$ cat config.mk
export PLATFORM = sky130hd
export DESIGN_NAME = fetch_unit_flat
export DESIGN_NICKNAME = d
export VERILOG_FILES = /design/src/rtl/fetch_unit_if.sv /design/src/rtl/fetch_unit.sv /design/src/flat_wrapper.sv
export SDC_FILE = /design/constraint.sdc
export NUM_CORES = 1
export LEC_CHECK = 0
export ABC_AREA = 1
export CAP_MARGIN = 10
export CORE_MARGIN = 1
export CORE_UTILIZATION = 56
export DETAILED_ROUTE_END_ITERATION = 8
export GPL_TIMING_DRIVEN = 1
export PLACE_DENSITY = 0.79
export SYNTH_ARGS = -nofsm -noshare
export SYNTH_HDL_FRONTEND = slang
export SYNTH_SLANG_ARGS = --single-unit
$ cat constraint.sdc
create_clock -name clock -period 4.05 [get_ports clock]
set_input_delay 0.405 -clock clock [delete_from_list [all_inputs] [get_ports clock]]
set_output_delay 0.405 -clock clock [all_outputs]
set_load 0.005 [all_outputs]
$ cat src/rtl/fetch_unit_if.sv
// Bus bundle between the fetch unit, the instruction memory and the decode stage.
// The master side belongs to the fetch unit.
interface fetch_unit_if #(
   parameter int RAS_DEPTH = 8
);
   localparam int CNT_W = $clog2(RAS_DEPTH) + 1;

   logic             stall;
   logic             branch_taken;
   logic [15:0]      branch_target;
   logic [15:0]      instruction;
   logic [15:0]      address;
   logic             im_enable;
   logic [15:0]      ir_out;
   logic [15:0]      pc_out;
   logic             ir_valid;
   logic [CNT_W-1:0] ras_count;
   logic             stack_error;

   modport master (
      input  stall, branch_taken, branch_target, instruction,
      output address, im_enable, ir_out, pc_out, ir_valid, ras_count, stack_error
   );

   modport slave (
      output stall, branch_taken, branch_target, instruction,
      input  address, im_enable, ir_out, pc_out, ir_valid, ras_count, stack_error
   );
endinterface

$ cat src/rtl/fetch_unit.sv
// PC and fetch stage. It pre-decodes JMP, CALL and RET against a return-address stack
// and accepts downstream branch redirects.
module fetch_unit #(
   parameter logic [15:0] RESET_PC  = 16'h0000,
   parameter int          RAS_DEPTH = 8
) (
   input  logic         clock,
   input  logic         reset,
   fetch_unit_if.master bus
);
   localparam int               PTR_W      = $clog2(RAS_DEPTH);
   localparam int               CNT_W      = PTR_W + 1;
   localparam logic [CNT_W-1:0] FULL_COUNT = CNT_W'(RAS_DEPTH);

   typedef enum logic [1:0] {
      ST_START = 2'd0,
      ST_RUN   = 2'd1,
      ST_HALT  = 2'd2
   } state_t;

   state_t           state_r;
   state_t           state_next_s;
   logic [15:0]      pc_r;
   logic [15:0]      ir_out_r;
   logic [15:0]      pc_out_r;
   logic             ir_valid_r;
   logic             stack_error_r;
   logic [CNT_W-1:0] ras_count_r;
   logic [15:0]      ras_mem_r [RAS_DEPTH];

   logic [3:0]       opcode_s;
   logic [15:0]      jump_target_s;
   logic [15:0]      pc_inc_s;
   logic [15:0]      ras_top_s;
   logic [15:0]      pc_next_s;
   logic [CNT_W-1:0] pop_index_s;
   logic             advance_s;
   logic             push_s;
   logic             pop_s;
   logic             halt_evt_s;
   logic             im_enable_s;

   // Pre-decode of the word on the memory bus: next PC, stack action, overflow/underflow
   always_comb begin
      opcode_s      = bus.instruction[15:12];
      jump_target_s = {4'h0, bus.instruction[11:0]};
      pc_inc_s      = pc_r + 16'd1;
      pop_index_s   = ras_count_r - CNT_W'(1);
      ras_top_s     = ras_mem_r[pop_index_s[PTR_W-1:0]];
      advance_s     = (state_r == ST_RUN) && !bus.branch_taken && !bus.stall;
      push_s        = 1'b0;
      pop_s         = 1'b0;
      halt_evt_s    = 1'b0;
      pc_next_s     = pc_inc_s;
      case (opcode_s)
         4'b1100: pc_next_s = jump_target_s;
         4'b1101: begin
            pc_next_s = jump_target_s;
            if (ras_count_r == FULL_COUNT) begin
               halt_evt_s = advance_s;
            end else begin
               push_s = advance_s;
            end
         end
         4'b1110: begin
            pc_next_s = ras_top_s;
            if (ras_count_r == {CNT_W{1'b0}}) begin
               halt_evt_s = advance_s;
            end else begin
               pop_s = advance_s;
            end
         end
         default: pc_next_s = pc_inc_s;
      endcase
   end

   // FSM state register
   always_ff @(posedge clock) begin
      if (reset) begin
         state_r <= ST_START;
      end else begin
         state_r <= state_next_s;
      end
   end

   // FSM next-state logic. HALT is left only through reset.
   always_comb begin
      state_next_s = state_r;
      case (state_r)
         ST_START: state_next_s = ST_RUN;
         ST_RUN: begin
            if (halt_evt_s) begin
               state_next_s = ST_HALT;
            end else begin
               state_next_s = ST_RUN;
            end
         end
         ST_HALT: state_next_s = ST_HALT;
         default: state_next_s = ST_START;
      endcase
   end

   // FSM outputs
   always_comb begin
      if (state_r == ST_RUN) begin
         im_enable_s = 1'b1;
      end else begin
         im_enable_s = 1'b0;
      end
   end

   // PC, fetch register and stack pointer. A redirect beats stall; a stack fault freezes the PC.
   always_ff @(posedge clock) begin
      if (reset) begin
         pc_r          <= RESET_PC;
         ir_out_r      <= 16'h0000;
         pc_out_r      <= 16'h0000;
         ir_valid_r    <= 1'b0;
         ras_count_r   <= {CNT_W{1'b0}};
         stack_error_r <= 1'b0;
      end else begin
         case (state_r)
            ST_RUN: begin
               if (bus.branch_taken) begin
                  pc_r       <= bus.branch_target;
                  ir_valid_r <= 1'b0;
               end else if (!bus.stall) begin
                  if (halt_evt_s) begin
                     ir_valid_r    <= 1'b0;
                     stack_error_r <= 1'b1;
                  end else begin
                     ir_out_r   <= bus.instruction;
                     pc_out_r   <= pc_r;
                     ir_valid_r <= 1'b1;
                     pc_r       <= pc_next_s;
                  end
                  if (push_s) begin
                     ras_count_r <= ras_count_r + CNT_W'(1);
                  end else if (pop_s) begin
                     ras_count_r <= pop_index_s;
                  end
               end
            end
            ST_HALT: begin
               ir_valid_r    <= 1'b0;
               stack_error_r <= 1'b1;
            end
            default: ir_valid_r <= 1'b0;
         endcase
      end
   end

   // Return-address stack storage. Its contents are meaningless after reset, so it has no reset.
   always_ff @(posedge clock) begin
      if (push_s) begin
         ras_mem_r[ras_count_r[PTR_W-1:0]] <= pc_inc_s;
      end
   end

   assign bus.address     = pc_r;
   assign bus.im_enable   = im_enable_s;
   assign bus.ir_out      = ir_out_r;
   assign bus.pc_out      = pc_out_r;
   assign bus.ir_valid    = ir_valid_r;
   assign bus.ras_count   = ras_count_r;
   assign bus.stack_error = stack_error_r;
endmodule

$ cat src/flat_wrapper.sv
// flat-port wrapper written by rule: the top's interface ports become plain ports
module fetch_unit_flat 
#(
   parameter logic [15:0] RESET_PC  = 16'h0000,
   parameter int          RAS_DEPTH = 8
)
  (clock, reset, bus_stall, bus_branch_taken, bus_branch_target, bus_instruction, bus_address, bus_im_enable, bus_ir_out, bus_pc_out, bus_ir_valid, bus_ras_count, bus_stack_error);
  fetch_unit_if #(.RAS_DEPTH(RAS_DEPTH)) bus_i ();
  input  logic clock;
  input  logic reset;
  input wire logic [$bits(bus_i.stall)-1:0] bus_stall;
  input wire logic [$bits(bus_i.branch_taken)-1:0] bus_branch_taken;
  input wire logic [$bits(bus_i.branch_target)-1:0] bus_branch_target;
  input wire logic [$bits(bus_i.instruction)-1:0] bus_instruction;
  output wire logic [$bits(bus_i.address)-1:0] bus_address;
  output wire logic [$bits(bus_i.im_enable)-1:0] bus_im_enable;
  output wire logic [$bits(bus_i.ir_out)-1:0] bus_ir_out;
  output wire logic [$bits(bus_i.pc_out)-1:0] bus_pc_out;
  output wire logic [$bits(bus_i.ir_valid)-1:0] bus_ir_valid;
  output wire logic [$bits(bus_i.ras_count)-1:0] bus_ras_count;
  output wire logic [$bits(bus_i.stack_error)-1:0] bus_stack_error;
  assign bus_i.stall = bus_stall;
  assign bus_i.branch_taken = bus_branch_taken;
  assign bus_i.branch_target = bus_branch_target;
  assign bus_i.instruction = bus_instruction;
  assign bus_address = bus_i.address;
  assign bus_im_enable = bus_i.im_enable;
  assign bus_ir_out = bus_i.ir_out;
  assign bus_pc_out = bus_i.pc_out;
  assign bus_ir_valid = bus_i.ir_valid;
  assign bus_ras_count = bus_i.ras_count;
  assign bus_stack_error = bus_i.stack_error;
  fetch_unit #(.RESET_PC(RESET_PC), .RAS_DEPTH(RAS_DEPTH)) u_core (.clock(clock), .reset(reset), .bus(bus_i));
endmodule
---- Yosys cells after proc, flatten, opt, wreduce, memory -nomap -nowiden ----
Memory sizes are Yosys's and may differ from the RTL's.
Index checks and enable logic that the tools add are counted.
word-level totals
  memories kept ........................... 1
  memory bits (writable) .................. 128
  flip-flop bits (word level) ............. 56
  input port bits ......................... 36
  output and inout bits ................... 55
operators by class
  bitwise gates (word level) .............. 4
  reduce and logical (&&, ||, !) cells .... 14
  muxes and demuxes ....................... 23
  add/subtract/negate cells ............... 3
  equality and inequality tests ........... 11
memory list
  memory            words  bits a word  rd ports  clocked after Yosys merged registers in  wr ports  line              source
  u_core.ras_mem_r  8      16           1         0                                        1         fetch_unit.sv:29  logic [15:0] ras_mem_r [RAS_DEPTH];
operator list
  kind                                                   number
  2-to-1 mux 16 bit                                      3
  one-hot mux 16 bit (2 select lines)                    1
  adder 16 x 1 -> 16 bit, second input constant          1
  equality test 4 bit, second input constant             4
  2-to-1 mux 1 bit                                       13
  AND reduction 4 bit                                    3
  2-to-1 mux 4 bit                                       2
  inequality test 2 bit, second input constant           3
  one-hot mux 2 bit (3 select lines)                     1
  adder 4 x 1 -> 4 bit, second input constant            1
  logical NOT 4 bit                                      1
  inequality test 2 x 1 -> 1 bit, second input constant  2
  inverter 1 bit                                         4
  one-hot mux 1 bit (2 select lines)                     2
  nonzero test 2 bit                                     2
  subtractor 4 x 1 -> 4 bit, second input constant       1
  AND reduction 3 bit                                    1
  OR reduction 3 bit                                     1
  equality test 2 x 1 -> 1 bit, second input constant    1
  equality test 2 bit, second input constant             1
  logical AND 1 bit                                      2
  logical NOT 1 bit                                      2
  logical NOT 2 bit                                      1
  2-to-1 mux 2 bit                                       1
  OR reduction 2 bit                                     1

---- Depth between registers and ports, before layout ----
  depth after elaboration ................. 9
  depth in mapped cells ................... 14
  gate-level depth less buffers ........... 11

---- Least setup slack after synthesis ----
OpenSTA, ideal clock, no wires.
  path kind ............................... reg2reg
  start point ............................. register u_core.ras_count_r[0], in the netlist u_core.bus.ras_count[0]
  end point ............................... memory u_core.ras_mem_r[3][0] (enable)
  path slack .............................. 0.919 ns
  period minus slack after synthesis ...... 3.131 ns
  stages on the path, launching flop included .. 12
  required time ........................... 3.641 ns
  path buffers ............................ 2
  data arrival time ....................... 2.721 ns
  cells stage by stage .................... dfxtp_1 -> inv_2 -> buf_4 -> buf_2 -> ha_1 -> nand2_2 -> nor2_2 -> inv_1 -> nand3_1 -> inv_1 -> nand2_1 -> nor3_1
on the way
  word-level cells in the longest chain between the ends .. 5
ends and longest elaborated chain
  item                                    line               source
  start: declaration                      fetch_unit.sv:28   logic [CNT_W-1:0] ras_count_r;
  start signal: assignment                fetch_unit.sv:119  ras_count_r <= {CNT_W{1'b0}};
  start signal: assignment                fetch_unit.sv:138  ras_count_r <= ras_count_r + CNT_W'(1);
  start signal: assignment                fetch_unit.sv:140  ras_count_r <= pop_index_s;
  equality test 4 bit                     fetch_unit.sv:59   if (ras_count_r == FULL_COUNT) begin
  2-to-1 mux 1 bit                        fetch_unit.sv:59
  2-to-1 mux 1 bit                        fetch_unit.sv:55   case (opcode_s)
  2-to-1 mux 1 bit                        fetch_unit.sv:155  if (push_s) begin
  2-to-1 mux 1 bit (implied by the code)  fetch_unit.sv:156  ras_mem_r[ras_count_r[PTR_W-1:0]] <= pc_inc_s;
  end: declaration                        fetch_unit.sv:29
Several ways; a longest one is shown, not always the timed one.

---- Worst setup path after layout ----
  start point ............................. register u_core.ras_count_r[1], in the netlist u_core.bus.ras_count[1]
  end point ............................... register u_core.pc_r[6], in the netlist u_core.bus.address[6]
on the way
  word-level cells in the longest chain between the ends .. 6
  elaborated cells between the ends (all ways) .. 13
  those cells by class .................... 1 x add/sub; 2 x eq/ne; 7 x mux; 2 x reduce/logical; 1 x memory
ends and longest elaborated chain
  item                                 line               source
  subtractor 4 x 1 -> 4 bit            fetch_unit.sv:48   pop_index_s = ras_count_r - CNT_W'(1);
  memory read (8 x 16 bit)             --
  one-hot mux 16 bit (2 select lines)  fetch_unit.sv:55
  2-to-1 mux 16 bit                    fetch_unit.sv:128  if (halt_evt_s) begin
  2-to-1 mux 16 bit                    fetch_unit.sv:127  end else if (!bus.stall) begin
  2-to-1 mux 16 bit                    fetch_unit.sv:124  if (bus.branch_taken) begin
  end signal: assignment               fetch_unit.sv:125  pc_r <= bus.branch_target;
  end signal: assignment               fetch_unit.sv:135  pc_r <= pc_next_s;
  end: declaration                     fetch_unit.sv:23   logic [15:0] pc_r;
Several ways; a longest one is shown, not always the timed one. The select of a mux whose other input is x is not followed.
A chain may end at the register's enable or synchronous reset.

==> results.tsv <==
stage	metric	value	unit
critical_path	worstSetupPathDepth	10	
floorplanning	die_h	123	microns
logic_synthesis	syn-cell-area	8260	sq um
critical_path	worstReg2RegStart	u_core.bus.ras_count[1]$_SDFFE_PP0P_	
critical_path	cp-end-kind	flop	
cts	numCtsBuffers	17	
timing	max_freq	382	MHz
power	pwr-share-clk	42.0	%
critical_path	crit_chain	inv_1 -> ha_1 -> buf_4 -> buf_4 -> o21ai_0 -> o211ai_1 -> nand3_1 -> nand2_1 -> nand2_1 -> a21oi_2	
logic_synthesis	synth_nets	902	
cts	ctsHoldBuffers	0	
final_layout	n_fill_cell	1103	
cts	cts_setup_buffers	0	
logic_synthesis	ys_ff_latch	184	
final_layout	fin_nets	981	
floorplanning	ios	91	
power	pwr-share-seq	51.3	%
floorplanning	rows	44	
logic_synthesis	postSynthCellCount	863	
timing	finalClockSkew	0.00603	ns
placement	portBuffers	90	
power	swShare	21.0	%
global_route	grt_pass1_wl	31700	microns
route	viasPerCell	5.66	
power	p_switching	0.850	mW
min_path	worst_hold_path.endpoint	u_core.bus.address[0]$_SDFFE_PP0P_	
critical_path	reg2reg_to	u_core.bus.address[6]$_SDFFE_PP0P_	
cts	cts_sinks	184	
logic_synthesis	synthTopCellsByArea	edfxtp_1 (47%), dfxtp_1 (14%), nand2_1 (7.1%), nor2_1 (7.0%), nand3_1 (5.3%)	
final_layout	final_cell_mix	nand2_1 (156), nor2_1 (153), edfxtp_1 (128)	
route	wl_per_cell	17.5	microns
min_path	hold_depth	4	
critical_path	rrSetupSlack	1.43	ns
route	drt_iter0_markers	678	
cts	clk_latency	0.43	ns
critical_path	cp.arrival	2.97	ns
timing	rsz0062_at_grt	false	
final_layout	drive_gt1_share	9.84	%
route	num_vias	6450	
critical_path	r2r_cells	10	
floorplanning	start_util	57.0	%
route	wirelength	19900	microns
global_route	globalRouteOverflowTotal	0	
timing	fin_crit_sh	64.6	%
outcome	status	completed	
logic_synthesis	synth.mux.area_fraction	0	%
global_route	first_global_vias	6071	
cts	cts_root_buffer	clkbuf_16	
floorplanning	die_w	123	microns
route	firstDrtPassIters	6	
critical_path	startpoint_type	flop	
timing	maxSlewViolCount	0	
final_layout	post-route-util	68.2	%
global_route	grt_max_degree	70	
cts	cts_tree	yes	
cts	cts_resized	0	
logic_synthesis	synth_area_per_cell	9.57	sq um
power	internal-power	3.19	mW
final_layout	final_common_cell	nand2_1	
critical_path	crit_family	buffers and inverters	
power	powerDensity	409	nW/um^2
critical_path	crit_type	reg -> reg	
final_layout	area_delta_synth_final	19.6	%
placement	post-dp-hpwl	13300	microns
logic_synthesis	synth_warnings	0	
logic_synthesis	synth_top_area_cell	edfxtp_1	
power	p_comb_share	6.7	%
timing	slew_headroom	45.1	%
logic_synthesis	netlist.area_leader.share	46.5	%
timing	period_needed	2.62	ns
cts	h-tree-depth	4	
final_layout	antenna_cells	0	
logic_synthesis	synth_xor_area_share	1.38	%
placement	gp_congestion	0.858	
timing	hold_viol_final	0	
route	drc	0	
route	ant_nets	0	
power	ir_worst_vdd	271	uV
critical_path	cp_num_buf_inv	3	
min_path	min_from	reset	
job	max-cap-violations	0	
critical_path	max_stage_delay	0.48	ns
logic_synthesis	synth_cell_types	39	
logic_synthesis	synthSimpleGateAreaFrac	22.9	%
timing	worstMarginPinSlew	0.821	ns
logic_synthesis	synth-adder-area-share	0.454	%
final_layout	multi_input_area	2870	sq um
cts	cts.reportedPaths.clkPinSlew	0.06	ns
floorplanning	coreArea	14500	sq um
global_route	antenna_found_initial	0	
timing	tns	0	ns
critical_path	cpMaxStageDelayCell	dfxtp_1	
logic_synthesis	synth_compound_area_share	9.77	%
cts	cts_buffer_depth	2	
logic_synthesis	synth-seq-area-share	60.1	%
timing	setup_viol	0	
floorplanning	dieArea	15200	sq um
power	p_leak	3.52	nW
global_route	track_usage	28.0	%
min_path	hp-class	in -> reg	
final_layout	seq_area	4970	sq um
logic_synthesis	synth_top_family_by_area	simple AND/OR/NAND/NOR gates	
critical_path	cp_max_fo	32	
critical_path	required	4.41	ns
sequential cells by signal, indices dropped and copies added (netlist names):
signal	flops
u_core.bus.pc_out	16
u_core.bus.ir_valid	1
u_core.bus.ras_count	4
u_core.bus.ir_out	16
u_core.state_r	2
u_core.bus.stack_error	1
u_core.bus.address	16
u_core.ras_mem_r	128
worst min-delay path, delay by kind of cell:
kind                   cells  cell delay [ns]
buffers and inverters      2             0.22
and+or+nand+nor            1             0.10
AOI/OAI and AO/OA          1             0.03
cell families after synthesis:
family,after synthesis
AO/OA/AOI/OAI,144
flip-flops,184
buffers and inverters,87
adder cells (fa/ha/maj),3
XOR/XNOR,10
AND/OR/NAND/NOR,435
area by class of cell:
cell class                 count  share of cell area [%]
inverter                      40                    1.60
tap                          184                    2.33
timing repair buffer         107                    10.4
sequential                   184                    50.3
multi-input combinational    592                    29.1
clock inverter                 6                   0.545
clock buffer                  26                    5.82
power by group through the flow:
| stage | sequential, mW | combinational (mW) | clock [mW] |
|---|---|---|---|
| 6_report | 2.07 | 0.272 | 1.70 |
| 3_5_place_dp | 2.11 | 0.269 | 0 |
| 4_1_cts | 2.07 | 0.271 | 1.71 |
| 3_3_place_gp | 2.11 | 0.265 | 0 |
| 5_1_grt | 2.07 | 0.299 | 1.78 |
| 2_1_floorplan | 2.10 | 0.149 | 0 |
metrics by stage:
step | hold slack, ns | cells | setup slack (ns) | power [mW] | instance area (sq um)
2_1_floorplan | 0.455 | 863 | 0.919 | 2.25 | 8260
3_3_place_gp | 0.447 | 1107 | 1.55 | 2.37 | 9250
3_5_place_dp | 0.454 | 1107 | 1.49 | 2.38 | 9250
4_1_cts | 0.360 | 1139 | 1.48 | 4.05 | 9870
5_1_grt | 0.401 | 1139 | 1.30 | 4.15 | 9870
6_report | 0.379 | 1139 | 1.43 | 4.04 | 9870
worst max path at each step:
stage                                              start                            endpoint  slack (ns)
floorplan           u_core.bus.ras_count[0]$_SDFFE_PP0P_    u_core.ras_mem_r[3][0]$_DFFE_PP_        0.92
global placement    u_core.bus.ras_count[1]$_SDFFE_PP0P_  u_core.bus.address[6]$_SDFFE_PP0P_        1.55
detailed placement  u_core.bus.ras_count[1]$_SDFFE_PP0P_  u_core.bus.address[6]$_SDFFE_PP0P_        1.49
CTS                 u_core.bus.ras_count[1]$_SDFFE_PP0P_  u_core.bus.address[6]$_SDFFE_PP0P_        1.48
global route        u_core.bus.ras_count[1]$_SDFFE_PP0P_  u_core.bus.address[6]$_SDFFE_PP0P_        1.30
finish              u_core.bus.ras_count[1]$_SDFFE_PP0P_  u_core.bus.address[6]$_SDFFE_PP0P_        1.43
synthesized netlist by cell type:
master / count
a211oi_2: 1
a21oi_1: 47
a21oi_2: 8
a22oi_1: 1
a31oi_1: 1
and2_1: 3
buf_1: 1
buf_2: 17
buf_4: 4
buf_6: 10
clkbuf_1: 15
dfxtp_1: 56
edfxtp_1: 128
ha_1: 3
inv_1: 34
inv_2: 4
inv_4: 1
inv_6: 1
nand2_1: 156
nand2_2: 7
nand2_4: 2
nand3_1: 88
nand3_2: 2
nand4_1: 5
nor2_1: 153
nor2_2: 3
nor2_4: 4
nor2_8: 1
nor3_1: 5
nor3_2: 2
nor4_1: 1
o211ai_1: 14
o21ai_0: 57
o21ai_1: 11
o21bai_1: 4
or2_2: 3
xnor2_4: 1
xor2_1: 8
xor2_2: 1
routing by layer:
metal  part of all wire [%]  track usage [%]  vias up
met3                    9.0             7.80       40
met2                     46             43.9      278
met4                    2.5             9.94        0
li1                       -                -     3084
met1                     42             37.3     3048
met5                      0                0        -
Note: power is estimated with default switching activity, not from simulation.
